--- config.mk ---
export PLATFORM = sky130hd
export DESIGN_NAME = lsu_bridge
export DESIGN_NICKNAME = d
export VERILOG_FILES = /design/src/rtl/lsu_bridge.sv
export SDC_FILE = /design/constraint.sdc
export NUM_CORES = 1
export LEC_CHECK = 0
export ABC_AREA = 1
export CAP_MARGIN = 20
export CORE_UTILIZATION = 42
export DETAILED_ROUTE_END_ITERATION = 10
export PLACE_DENSITY = 0.92
export SETUP_SLACK_MARGIN = 0.3
export SLEW_MARGIN = 20
export SYNTH_ARGS = -nofsm -noshare
export SYNTH_HDL_FRONTEND = slang
export SYNTH_SLANG_ARGS = --single-unit
--- constraint.sdc ---
create_clock -name clk -period 3.1 [get_ports clk]
set_clock_uncertainty 0.15 [all_clocks]
set_input_delay 0.93 -clock clk [delete_from_list [all_inputs] [get_ports clk]]
set_output_delay 0.93 -clock clk [all_outputs]
set_load 0.01 [all_outputs]
--- src/rtl/lsu_bridge.sv ---
// Load/store bridge: one request at a time, routed to data RAM or a handshaked MMIO port.
// Build option LSU_MISALIGN_TRAP_EN: misaligned requests return an error instead of being aligned down.
module lsu_bridge #(
  parameter logic [31:0] MMIO_BASE    = 32'h8000_0000,
  parameter int          MMIO_TIMEOUT = 255
) (
  input  logic        clk,
  input  logic        rst,
  input  logic        req_valid,
  output logic        req_ready,
  input  logic        req_load,
  input  logic        req_store,
  input  logic [2:0]  req_access,
  input  logic [31:0] req_addr,
  input  logic [31:0] req_wdata,
  output logic        ram_load,
  output logic        ram_store,
  output logic [2:0]  ram_access,
  output logic [31:0] ram_addr,
  output logic [31:0] ram_data_in,
  input  logic [31:0] ram_data_out,
  output logic        mmio_valid,
  output logic        mmio_we,
  output logic [2:0]  mmio_access,
  output logic [31:0] mmio_addr,
  output logic [31:0] mmio_wdata,
  input  logic        mmio_ack,
  input  logic [31:0] mmio_rdata,
  output logic        resp_valid,
  output logic [31:0] resp_data,
  output logic        resp_err
);

  typedef enum logic [1:0] {S_IDLE, S_MMIO, S_RESP} state_t;

  // Counter value in the last MMIO cycle allowed before the timeout fires.
  localparam logic [7:0] LP_CNT_LAST = 8'(MMIO_TIMEOUT - 1);

  state_t      r_state;
  logic [7:0]  r_cnt;
  logic        r_mmio_valid;
  logic        r_mmio_we;
  logic [2:0]  r_mmio_access;
  logic [31:0] r_mmio_addr;
  logic [31:0] r_mmio_wdata;
  logic        r_resp_valid;
  logic [31:0] r_resp_data;
  logic        r_resp_err;

  logic        w_accept;
  logic        w_illegal;
  logic        w_none;
  logic        w_trap;
  logic        w_go;
  logic        w_is_mmio;
  logic [31:0] w_addr_fwd;
  logic [15:0] w_sh;
  logic [31:0] w_ld_ext;

  assign w_accept  = (r_state == S_IDLE) && !rst && req_valid;
  assign w_illegal = (req_access == 3'b011) || (req_access[2:1] == 2'b11)
                     || (req_store && req_access[2]) || (req_load && req_store);
  assign w_none    = !req_load && !req_store;
  assign w_is_mmio = (req_addr >= MMIO_BASE);

`ifdef LSU_MISALIGN_TRAP_EN
  assign w_trap     = ((req_access[1:0] == 2'b01) && req_addr[0])
                      || ((req_access[1:0] == 2'b10) && (req_addr[1:0] != 2'b00));
  assign w_addr_fwd = req_addr;
`else
  assign w_trap = 1'b0;
  always_comb begin
    w_addr_fwd = req_addr;
    case (req_access[1:0])
      2'b01:   w_addr_fwd[0]   = 1'b0;
      2'b10:   w_addr_fwd[1:0] = 2'b00;
      default: ;
    endcase
  end
`endif

  assign w_go = w_accept && !w_illegal && !w_none && !w_trap;

  assign req_ready   = (r_state == S_IDLE) && !rst;
  assign ram_load    = w_go && !w_is_mmio && req_load;
  assign ram_store   = w_go && !w_is_mmio && req_store;
  assign ram_access  = req_access;
  assign ram_addr    = w_addr_fwd;
  assign ram_data_in = req_wdata;

  assign mmio_valid  = r_mmio_valid;
  assign mmio_we     = r_mmio_we;
  assign mmio_access = r_mmio_access;
  assign mmio_addr   = r_mmio_addr;
  assign mmio_wdata  = r_mmio_wdata;
  assign resp_valid  = r_resp_valid;
  assign resp_data   = r_resp_data;
  assign resp_err    = r_resp_err;

  // MMIO returns the raw word; pick the lane by the stored (aligned) address.
  always_comb begin
    w_sh = 16'(mmio_rdata >> {r_mmio_addr[1:0], 3'b000});
    case (r_mmio_access)
      3'b000:  w_ld_ext = {{24{w_sh[7]}}, w_sh[7:0]};
      3'b100:  w_ld_ext = {24'h0, w_sh[7:0]};
      3'b001:  w_ld_ext = {{16{w_sh[15]}}, w_sh};
      3'b101:  w_ld_ext = {16'h0, w_sh};
      default: w_ld_ext = mmio_rdata;
    endcase
  end

  always_ff @(posedge clk) begin
    if (rst) begin
      r_state       <= S_IDLE;
      r_cnt         <= 8'h00;
      r_mmio_valid  <= 1'b0;
      r_mmio_we     <= 1'b0;
      r_mmio_access <= 3'b000;
      r_mmio_addr   <= 32'h0;
      r_mmio_wdata  <= 32'h0;
      r_resp_valid  <= 1'b0;
      r_resp_data   <= 32'h0;
      r_resp_err    <= 1'b0;
    end else begin
      case (r_state)
        S_IDLE: begin
          if (req_valid) begin
            if (w_illegal || w_trap) begin
              r_resp_err   <= 1'b1;
              r_resp_data  <= 32'h0;
              r_resp_valid <= 1'b1;
              r_state      <= S_RESP;
            end else if (w_none) begin
              r_resp_err   <= 1'b0;
              r_resp_data  <= 32'h0;
              r_resp_valid <= 1'b1;
              r_state      <= S_RESP;
            end else if (w_is_mmio) begin
              r_mmio_addr   <= w_addr_fwd;
              r_mmio_access <= req_access;
              r_mmio_wdata  <= req_wdata;
              r_mmio_we     <= req_store;
              r_mmio_valid  <= 1'b1;
              r_cnt         <= 8'h00;
              r_state       <= S_MMIO;
            end else begin
              r_resp_err   <= 1'b0;
              r_resp_data  <= req_load ? ram_data_out : 32'h0;
              r_resp_valid <= 1'b1;
              r_state      <= S_RESP;
            end
          end
        end
        S_MMIO: begin
          if (mmio_ack) begin
            r_mmio_valid <= 1'b0;
            r_resp_err   <= 1'b0;
            r_resp_data  <= r_mmio_we ? 32'h0 : w_ld_ext;
            r_resp_valid <= 1'b1;
            r_state      <= S_RESP;
          end else if (r_cnt == LP_CNT_LAST) begin
            r_mmio_valid <= 1'b0;
            r_resp_err   <= 1'b1;
            r_resp_data  <= 32'h0;
            r_resp_valid <= 1'b1;
            r_state      <= S_RESP;
          end else begin
            r_cnt <= r_cnt + 8'h01;
          end
        end
        S_RESP: begin
          r_resp_valid <= 1'b0;
          r_state      <= S_IDLE;
        end
        default: r_state <= S_IDLE;
      endcase
    end
  end

endmodule

==> reports/qor.csv, run 1 <==
stage;metric;value;unit
place;port buffer count;309;
logic_synthesis;Syn Area/Cell;6.51;µm²
die;Die Y;127;µm
power;Net Sw Frac;0.286;
critical_path;crit path DAT;1890;ps
die;I/O Pins;310;
clock_network;Worst-path clk slew;60;ps
grt;pin count of the biggest net entering global routing;104;
power;Int Pwr;0.00341;W
run_status;outcome;completed;
power;Clock power frac;0.429;
critical_path;Cell Chain, Critical Path;buf_8 -> buf_12 -> nor2_4 -> nor2_4 -> nor2_8 -> nand2_4 -> nor4_4 -> nand2_1 -> inv_2 -> buf_6;
clock_network;Hold Buf Count CTS;0;
clock_network;Sink Count;113;
logic_synthesis;top-count cell post-synth;nand2_1;
logic_synthesis;synth cell count leaders;nand2_1 (230), inv_1 (166), dfxtp_1 (113);
logic_synthesis;sequential share of the synthesized area;0.347;
grt;vias in the first global route;6631;
logic_synthesis;Post-synth ARST share;0;
clock_network;maximum buffer depth of the clock tree;2;
detailed_routing;post-route ant nets;0;
detailed_routing;# DRC;0;
timing;final worst-path cycle share;0.958;
detailed_routing;Pre-antenna DRT Iters;6;
die;CORE AREA;15100;µm²
logic_synthesis;Area contributors post-synth;dfxtp_1 (35%), nand2_1 (13%), inv_1 (9.6%);
timing;final setup fails;0;
timing;Slew Limit Fails;0;
critical_path;setup slack, reg-to-reg;890;ps
logic_synthesis;synthesized flop and latch total;113;
grt;grt ovf;0;
timing;fmax;337;MHz
place;Post-DP HPWL;15000;µm
timing;final worst path period need;2970;ps
critical_path;CP Capture Type;output port;
place;Placer Congestion;0.947;
timing;worst rel slew slack;0.280;
logic_synthesis;count of cell types in the netlist;34;
logic_synthesis;Post-synth EDFFs;0;
power;net switching power;0.00136;W
clock_network;CTS tree;done;
detailed_routing;vias per std cell;4.95;
die;row count;45;
logic_synthesis;Most used DFF post-synth;dfxtp_1;
grt;initial antenna violation count;0;
place;placed cell area;9250;µm²
clock_network;CTS Buf Count;17;
job;number of max-cap violations;0;
detailed_routing;total routed wirelength;21300;µm
detailed_routing;initial drt markers;539;
layout;Design Area, Final;9900;µm²
detailed_routing;DR WL/cell;14.8;µm
critical_path;Worst Path Required;2020;ps
timing;Worst Tran Pin Value;1080;ps
die;Die X;127;µm
critical_path;crit-path max FO;2;
layout;Nets;1378;
logic_synthesis;share of Yosys cell area claimed by the top area cell type;0.347;
timing;Final Hold Viols;0;
die;die area;16000;µm²
logic_synthesis;Synth Warn #;0;
die;Initial Util;0.430;
layout;Area growth syn-to-layout;52.1;%
power;Lkg Pwr;4.49;nW
layout;final antenna diode count;0;
clock_network;root buf cell;clkbuf_16;
power;PwrDens;481;nW/µm²
timing;RSZ-0062 raised after global routing;yes;
clock_network;Worst-Skew Late Latency;410;ps
grt;first-pass GRT wire length;32900;µm
power;Logic pwr share;0.231;
power;Seq pwr share;0.339;
critical_path;Crit path top cell by count;nor2_4;
logic_synthesis;Post-Synthesis Cells;1000;
critical_path;Critical-path top delay cell;nor4_4;
timing;Min Hold Slack;291;ps
clock_network;H-tree levels;4;
logic_synthesis;Synthesized Nets;1141;
critical_path;Worst setup SP type;input pin;
power;VDD IR max;451;µV
critical_path;Setup CP Type;input pin to output port;
logic_synthesis;Netlist Area Pre-Place;6510;µm²
min_path;HP Class;flop to flop;
grt;gr usage total;0.262;
critical_path;CP max stage delay;140;ps
logic_synthesis;cell taking the most area after synthesis;dfxtp_1;
layout;layout cell share with drive strength beyond 1;0.0912;
detailed_routing;Via Count;7111;
-- path summary, 6_finish.rpt --
path | start | endpoint | depth (start not counted)
max reg2reg | r_state[1] | resp_data[16] | 10
min reg2reg | mmio_wdata[21] | mmio_wdata[21] | 2
min | mmio_wdata[21] | mmio_wdata[21] | 2
max | req_access[1] | ram_store | 10
-- what timing repair did --
action | in CTS | in global routing
buffers inserted | 3 | 2
pin swaps | 12 | 4
endpoints found under the hold margin | 0 | 0
resized for setup | 129 | 22
endpoints found under the setup margin | 70 | 22
gates cloned | 0 | 0
-- worst max-delay path, delay by kind of cell --
family	cells	cell delay, ps
simple gates	6	580
buf+inv	4	380
-- area by class of cell --
| cell class | instances | area, µm² |
|---|---|---|
| inverter | 171 | 647 |
| tap | 188 | 235 |
| clock buffer | 18 | 439 |
| sequential | 113 | 2260 |
| timing repair buffer | 336 | 3290 |
| clock inverter | 14 | 179 |
| multi-input combinational | 598 | 2850 |
| fill | 1241 | 5240 |
-- layout by cell type, fill, tap and decap left out, drive strengths merged --
| master | netlist | layout |
|---|---|---|
| o21ai | 74 | 74 |
| dlygate4sd2 | 0 | 43 |
| o211ai | 3 | 3 |
| nor2 | 119 | 119 |
| nand2 | 235 | 235 |
| nand4 | 15 | 15 |
| or2 | 1 | 1 |
| nor4 | 1 | 1 |
| bufinv | 0 | 3 |
| clkinvlp | 0 | 3 |
| buf | 101 | 35 |
| dlymetal6s2s | 0 | 3 |
| a21oi | 90 | 90 |
| o2111ai | 4 | 4 |
| nand3 | 47 | 47 |
| dfxtp | 113 | 113 |
| nor3b | 1 | 1 |
| clkdlybuf4s50 | 0 | 232 |
| clkbuf | 17 | 21 |
| xor2 | 1 | 1 |
| nor3 | 1 | 1 |
| ha | 4 | 4 |
| clkdlybuf4s15 | 0 | 20 |
| o31ai | 1 | 1 |
| clkinv | 0 | 5 |
| xnor2 | 1 | 1 |
| inv | 171 | 174 |
-- metrics by stage --
stage	cells	setup TNS [ps]	power (W)	setup WS, ps	utilization
2_1_floorplan	1000	0	0.00221	255	-
3_3_place_gp	1401	-3310	0.00273	-727	0.611
3_5_place_dp	1401	-3520	0.00275	-761	0.611
4_1_cts	1436	0	0.00480	12.5	0.652
5_1_grt	1438	0	0.00497	66.4	0.654
6_report	1438	0	0.00477	130	0.654
-- registers in the layout, summed over array words and instances, names as in the netlist --
register,count
mmio_we,1
mmio_addr,32
mmio_valid,1
mmio_access,3
resp_valid,1
resp_err,1
mmio_wdata,32
r_state,2
resp_data,32
r_cnt,8
-- power groups by stage --
stage	Clock, W	Combinational [W]	Sequential [W]
2_1_floorplan	0	0.000523	0.00169
3_3_place_gp	0	0.00109	0.00164
3_5_place_dp	0	0.00110	0.00165
4_1_cts	0.00208	0.00110	0.00162
5_1_grt	0.00214	0.00120	0.00163
6_report	0.00205	0.00110	0.00162
-- routing by layer --
layer | vias to the layer above | track usage | part of all wire
met5 | - | 0 | 0
met4 | 0 | 0.123 | 0.033
met3 | 50 | 0.0763 | 0.088
met2 | 367 | 0.450 | 0.49
met1 | 3203 | 0.299 | 0.39
li1 | 3491 | - | -
-- cells by family (layout without fill, tap and decap cells) --
family,count (synthesis),after routing,synth area share
xor+xnor,2,2,0.00269
compound gates,172,172,0.138
simple gates,420,420,0.277
flops,113,113,0.347
fa+ha+maj,4,4,0.00769
buf+inv,289,539,0.227
(Power assumes the default switching activity.)
==> run 2, diff against run 1 <==
--- a/config.mk
+++ b/config.mk
@@ -6,7 +6,7 @@
 export NUM_CORES = 1
 export LEC_CHECK = 0
 export ABC_AREA = 1
-export CAP_MARGIN = 20
+export CAP_MARGIN = 40
 export CORE_UTILIZATION = 42
 export DETAILED_ROUTE_END_ITERATION = 10
 export PLACE_DENSITY = 0.92
==> run 2 against run 1 <==
Global-route usage fell by 0.40 points; count of clock-buffer cells in the layout shrank 1; power fell by 2.7%; flip-flop and latch count is the same; critical path type unchanged.
==> reports/qor.csv, run 2 (synthesis results as in run 1) <==
stage;metric;value;unit;change
grt;first-pass GRT wire length;32600;µm;-0.96%
clock_network;maximum buffer depth of the clock tree;2;;unchanged
die;row count;45;;unchanged
critical_path;Worst Path Required;2020;ps;about the same
clock_network;CTS Buf Count;17;;unchanged
critical_path;CP max stage delay;220;ps;+80 ps
timing;Setup WS post-layout;103;ps;-26.5 ps
timing;fmax;334;MHz;-0.88%
timing;RSZ-0062 raised after global routing;yes;;
die;CORE AREA;15100;µm²;unchanged
layout;layout cell share with drive strength beyond 1;0.0912;;unchanged
timing;worst rel slew slack;0.640;;+0.360
detailed_routing;total routed wirelength;20900;µm;-1.5%
grt;initial antenna violation count;0;;unchanged
power;Int Pwr;0.00330;W;-3.2%
clock_network;Sink Count;113;;unchanged
place;placed cell count;1402;;+0.071%
layout;final antenna diode count;0;;unchanged
run_status;outcome;completed;;
critical_path;CP Capture Type;output port;;
min_path;HP Class;flop to flop;;
detailed_routing;# DRC;0;;unchanged
timing;final worst path period need;3000;ps;+26.5 ps
die;I/O Pins;310;;unchanged
die;Die X;127;µm;unchanged
critical_path;buffers and inverters on the worst path;3;;-1
layout;commonest non-fill, non-tap cell in the layout;clkdlybuf4s50_1;;
grt;gr usage total;0.258;;-0.00405
clock_network;H-tree levels;4;;unchanged
timing;Final Hold Viols;0;;unchanged
timing;Worst Tran Pin Value;540;ps;-540 ps
timing;final setup fails;0;;unchanged
min_path;hold path cells;2;;unchanged
layout;most frequent cells in the layout;clkdlybuf4s50_1 (233), nand2_1 (227), inv_1 (161), dfxtp_1 (113), nor2_1 (110);;
place;Post-DP HPWL;15200;µm;+1.3%
layout;Nets;1378;;unchanged
layout;Reg area;2260;µm²;unchanged
critical_path;Cell Chain, Critical Path;clkdlybuf4s15_2 -> nand2_2 -> nand2_4 -> nor2_8 -> nand2_4 -> nor4_4 -> nand2_1 -> inv_2 -> buf_6;;
clock_network;Worst-path clk slew;60;ps;about the same
detailed_routing;Pre-antenna DRT Iters;5;;-1
detailed_routing;initial drt markers;525;;-2.6%
critical_path;CP delay by family, top;simple AND/OR/NAND/NOR gates;;
clock_network;Worst-Skew Late Latency;410;ps;about the same
clock_network;CTS tree;done;;
clock_network;root buf cell;clkbuf_16;;
place;pre-CTS setup slack;-766;ps;-4.54 ps
power;PwrDens;471;nW/µm²;-2.1%
critical_path;Worst setup SP type;input pin;;
power;Logic pwr share;0.237;;+0.006
critical_path;Critical-path top delay cell;clkdlybuf4s15_2;;
grt;pin count of the biggest net entering global routing;86;;-17%
layout;Area growth syn-to-layout;51.2;%;
timing;Slew Limit Fails;0;;unchanged
critical_path;CP Depth;9;;-1
detailed_routing;vias per std cell;4.89;;-1.0%
layout;Filler cells;1260;;+1.5%
detailed_routing;post-route ant nets;0;;unchanged
power;Tot Pwr;0.00464;W;-2.7%
timing;final worst-path cycle share;0.967;;+0.00855
grt;vias in the first global route;6653;;+0.33%
power;net switching power;0.00134;W;-1.4%
power;VDD IR max;349;µV;-23%
die;die area;16000;µm²;unchanged
critical_path;Register-to-Register Path Depth;10;;unchanged
detailed_routing;DR WL/cell;14.6;µm;-1.5%
power;Seq pwr share;0.348;;+0.009
place;port buffer count;309;;unchanged
place;Placer Congestion;0.947;;unchanged
critical_path;Crit path top cell by count;nand2_4;;
critical_path;crit path DAT;1920;ps;+30 ps
power;Net Sw Frac;0.289;;+0.00366
detailed_routing;Via Count;7039;;-1.0%
job;number of max-cap violations;0;;unchanged
power;Clock power frac;0.415;;-0.014
grt;grt ovf;0;;unchanged
power;Lkg Pwr;4.47;nW;-0.57%
timing;Min Hold Slack;292;ps;+1.08 ps
die;Die Y;127;µm;unchanged
critical_path;Setup CP Type;input pin to output port;;
layout;area of the multi-input gates;2840;µm²;-0.53%
critical_path;crit-path max FO;4;;+2
layout;final non-filler cell total;1438;;unchanged
die;Initial Util;0.430;;unchanged
[run 2: cell types whose count changed in the layout (fill, tap and decap cells not counted), sizes merged]
cell | previous run | this run
dlymetal6s2s | 3 | 2
clkdlybuf4s50 | 232 | 233
clkbuf | 21 | 22
clkinv | 5 | 9
clkdlybuf4s15 | 20 | 18
inv | 174 | 172
bufinv | 3 | 2
[run 2: worst register-to-register path: cells and delay by family, from the launching register on]
kind	cells	cell delay, ps
buf+inv	3	440
compound gates	1	70
simple gates	6	1030
flops	1	430
[run 2: routing by layer]
metal / global-route usage / wire length (µm) / vias to the layer above
met5: 0 / 0 / -
met4: 0.115 / 563 / 0
met3: 0.0818 / 1900 / 45
met2: 0.440 / 10300 / 316
met1: 0.295 / 8220 / 3182
li1: - / - / 3496
[run 2: path summary, 6_finish.rpt]
check | startpoint | end | slack (ps)
max | req_load | ram_store | 100
min | mmio_wdata[11] | mmio_wdata[11] | 290
max reg2reg | r_state[1] | resp_data[16] | 880
min reg2reg | mmio_wdata[11] | mmio_wdata[11] | 290
[run 2: layout make-up]
cell class,instances,area share
clock buffers,17,0.0432
clock inverters,15,0.0165
inverters,171,0.0660
multi-input cells,598,0.288
flip-flops and latches,113,0.230
well taps,188,0.0239
repair buffers,336,0.333
[run 2: power by group through the flow]
stage               registers, W  logic [W]  clock network [W]
detailed placement       0.00165    0.00111                  0
global placement         0.00164    0.00109                  0
global route             0.00163    0.00119            0.00204
floorplan                0.00169   0.000523                  0
CTS                      0.00162    0.00109            0.00196
finish                   0.00162    0.00110            0.00193
[run 2: repair_timing]
item | in CTS | in global routing
setup endpoints to repair | 70 | 20
gates resized for setup | 129 | 21
setup buffers | 3 | 1
hold buffers | 0 | 0
pin swaps | 10 | 5
[run 2: per-stage QoR]
step                      utilization  setup TNS [ps]  cell area (µm²)
final                           0.650               0             9850
after global routing            0.650               0             9850
after CTS                       0.650               0             9840
after detailed placement        0.612           -3460             9270
after global placement          0.611           -3310             9250
after floorplan                     -               0             6550
==> run 3, diff against run 2 <==
--- a/config.mk
+++ b/config.mk
@@ -7,10 +7,11 @@
 export LEC_CHECK = 0
 export ABC_AREA = 1
 export CAP_MARGIN = 40
-export CORE_UTILIZATION = 42
+export CELL_PAD_IN_SITES_DETAIL_PLACEMENT = 1
+export CELL_PAD_IN_SITES_GLOBAL_PLACEMENT = 2
+export CORE_UTILIZATION = 21
 export DETAILED_ROUTE_END_ITERATION = 10
 export PLACE_DENSITY = 0.92
-export SETUP_SLACK_MARGIN = 0.3
 export SLEW_MARGIN = 20
 export SYNTH_ARGS = -nofsm -noshare
 export SYNTH_HDL_FRONTEND = slang
==> run 3 against run 2 <==
The run now ends with setup timing left; final area is 7.2% higher; count of clock-buffer cells in the layout is 2 higher; flip-flop and latch count stayed put; sequential power hardly changed; global-route usage is 8.8 points lower; clock power is 3% higher; non-clock buffer count is 43 higher; die area is 98% higher; largest cell class unchanged; highest routed layer unchanged.
==> reports/qor.csv, run 3 (synthesis results as in run 1) <==
stage;metric;value;unit;change
place;placed cell area;9850;µm²;+6.2%
die;Die Y;178;µm;+41%
timing;RSZ-0062 raised after global routing;yes;;
place;Placer Congestion;0.842;;-11%
critical_path;setup slack, reg-to-reg;920;ps;+40 ps
timing;final worst-path cycle share;1.00;;+0.0377
place;port buffer count;309;;unchanged
power;VDD IR max;301;µV;-14%
detailed_routing;post-route ant nets;0;;unchanged
timing;Slew Limit Fails;0;;unchanged
clock_network;CTS Buf Count;17;;unchanged
grt;gr usage total;0.170;;-0.0882
layout;Design Area, Final;10600;µm²;+7.2%
run_status;outcome;complete, but fails checks;;
layout;final antenna diode count;0;;unchanged
critical_path;crit path DAT;2030;ps;+110 ps
clock_network;maximum buffer depth of the clock tree;2;;unchanged
clock_network;H-tree levels;4;;unchanged
timing;Min Hold Slack;293;ps;+0.637 ps
detailed_routing;total routed wirelength;26700;µm;+28%
timing;final worst path period need;3110;ps;+117 ps
grt;grt ovf;0;;unchanged
detailed_routing;Pre-antenna DRT Iters;4;;-1
clock_network;Worst-Skew Late Latency;420;ps;about the same
layout;Nets;1421;;+3.1%
grt;first-pass GRT wire length;40800;µm;+25%
layout;layout cell share with drive strength beyond 1;0.114;;+0.0226
detailed_routing;initial drt markers;299;;-43%
timing;Worst Tran Pin Value;583;ps;+42.9 ps
detailed_routing;vias per std cell;4.21;;-14%
critical_path;crit-path max FO;2;;-2
critical_path;CP Capture Type;output port;;
grt;pin count of the biggest net entering global routing;56;;-35%
power;PwrDens;456;nW/µm²;-3.3%
layout;most frequent cells in the layout;clkdlybuf4s50_1 (290), nand2_1 (225), inv_1 (161), dfxtp_1 (113), nor2_1 (111);;
detailed_routing;Via Count;7102;;+0.90%
layout;Reg area;2260;µm²;unchanged
grt;initial antenna violation count;0;;unchanged
timing;fmax;321;MHz;-3.8%
grt;vias in the first global route;7454;;+12%
timing;Final Hold Viols;0;;unchanged
timing;Fin Setup TNS;-13.6;ps;-13.6 ps
timing;worst rel slew slack;0.611;;-0.0286
timing;Setup WS post-layout;-13.6;ps;-117 ps
detailed_routing;# DRC;0;;unchanged
run_status;failing checks;setup timing;;
place;Post-DP HPWL;20800;µm;+37%
clock_network;CTS tree;done;;
critical_path;Worst Path Required;2020;ps;about the same
layout;area of the multi-input gates;2840;µm²;+0.26%
critical_path;Setup CP Type;input pin to output port;;
layout;commonest non-fill, non-tap cell in the layout;clkdlybuf4s50_1;;
die;Die X;178;µm;+41%
job;number of max-cap violations;0;;unchanged
die;die area;31700;µm²;+98%
layout;Filler cells;3727;;+200%
critical_path;Worst setup SP type;input pin;;
clock_network;root buf cell;clkbuf_16;;
detailed_routing;DR WL/cell;15.8;µm;+8.7%
power;Lkg Pwr;4.64;nW;+3.8%
clock_network;Sink Count;113;;unchanged
die;row count;64;;+42%
clock_network;Worst-path clk slew;50;ps;about the same
die;CORE AREA;30500;µm²;+100%
die;Initial Util;0.213;;-0.216
die;I/O Pins;310;;unchanged
timing;final setup fails;1;;+1
layout;Area growth syn-to-layout;62.0;%;
clock_network;Hold Buf Count CTS;0;;unchanged
min_path;HP Class;flop to flop;;
-- run 3: changes by cell type in the layout (fill, tap and decap cells not counted), sizes merged --
cell,before,now
buf,35,77
dlymetal6s2s,2,4
clkinvlp,3,4
clkdlybuf4s50,233,290
clkinv,9,5
clkdlybuf4s15,18,0
dlygate4sd2,43,8
clkbuf,22,19
-- run 3: critical path, stage by stage --
cell     delay [ps]
buf_8           100
buf_6           110
nor2_4           90
nor2_4           60
nor2_8          120
nand2_4          70
nor4_4          150
buf_4           150
nand2_2          40
inv_2            80
buf_12          110
-- run 3: path summary, 6_finish.rpt --
check                                    from       endpoint  cells past startpoint
worst max-delay path            req_access[1]       ram_load                     11
worst min-delay path            mmio_addr[29]  mmio_addr[29]                      2
worst min register to register  mmio_addr[29]  mmio_addr[29]                      2
worst max register to register   mmio_addr[0]   resp_data[2]                      7
-- run 3: timing repair --
action,in CTS,in global routing
setup endpoints to repair,12,4
gates resized for setup,56,8
setup buffers,7,1
hold endpoints to repair,0,0
pin swaps,8,1
-- run 3: power by group --
part	switching (W)	total (W)	internal, W	leakage, nW
sequential	0.0000644	0.00162	0.00156	0.922
combinational	0.000586	0.00121	0.000621	3.44
clock	0.000777	0.00198	0.00120	0.271
-- run 3: metal layers --
layer  up-vias  wire length (µm)  global-route usage
met2       224             13400               0.305
met3        23              1760              0.0458
met1      3287             11200               0.196
li1       3568                 -                   -
met5         -                 0                   0
met4         0               367              0.0449
-- run 3: area by class of cell --
class | instances | area share
tap | 396 | 0.0470
multi-input combinational | 598 | 0.270
timing repair buffer | 379 | 0.353
clock inverter | 12 | 0.0128
sequential | 113 | 0.214
clock buffer | 19 | 0.0420
inverter | 171 | 0.0608
-- run 3: through the flow --
stage          setup WS (ps)   util  power (W)  cells
3_5_place_dp            -930  0.323    0.00286   1650
6_report               -13.6  0.346    0.00481   1688
4_1_cts                 -118  0.345    0.00490   1687
3_3_place_gp            -920  0.323    0.00283   1650
5_1_grt                -84.3  0.346    0.00508   1688
2_1_floorplan           90.8      -    0.00221   1000
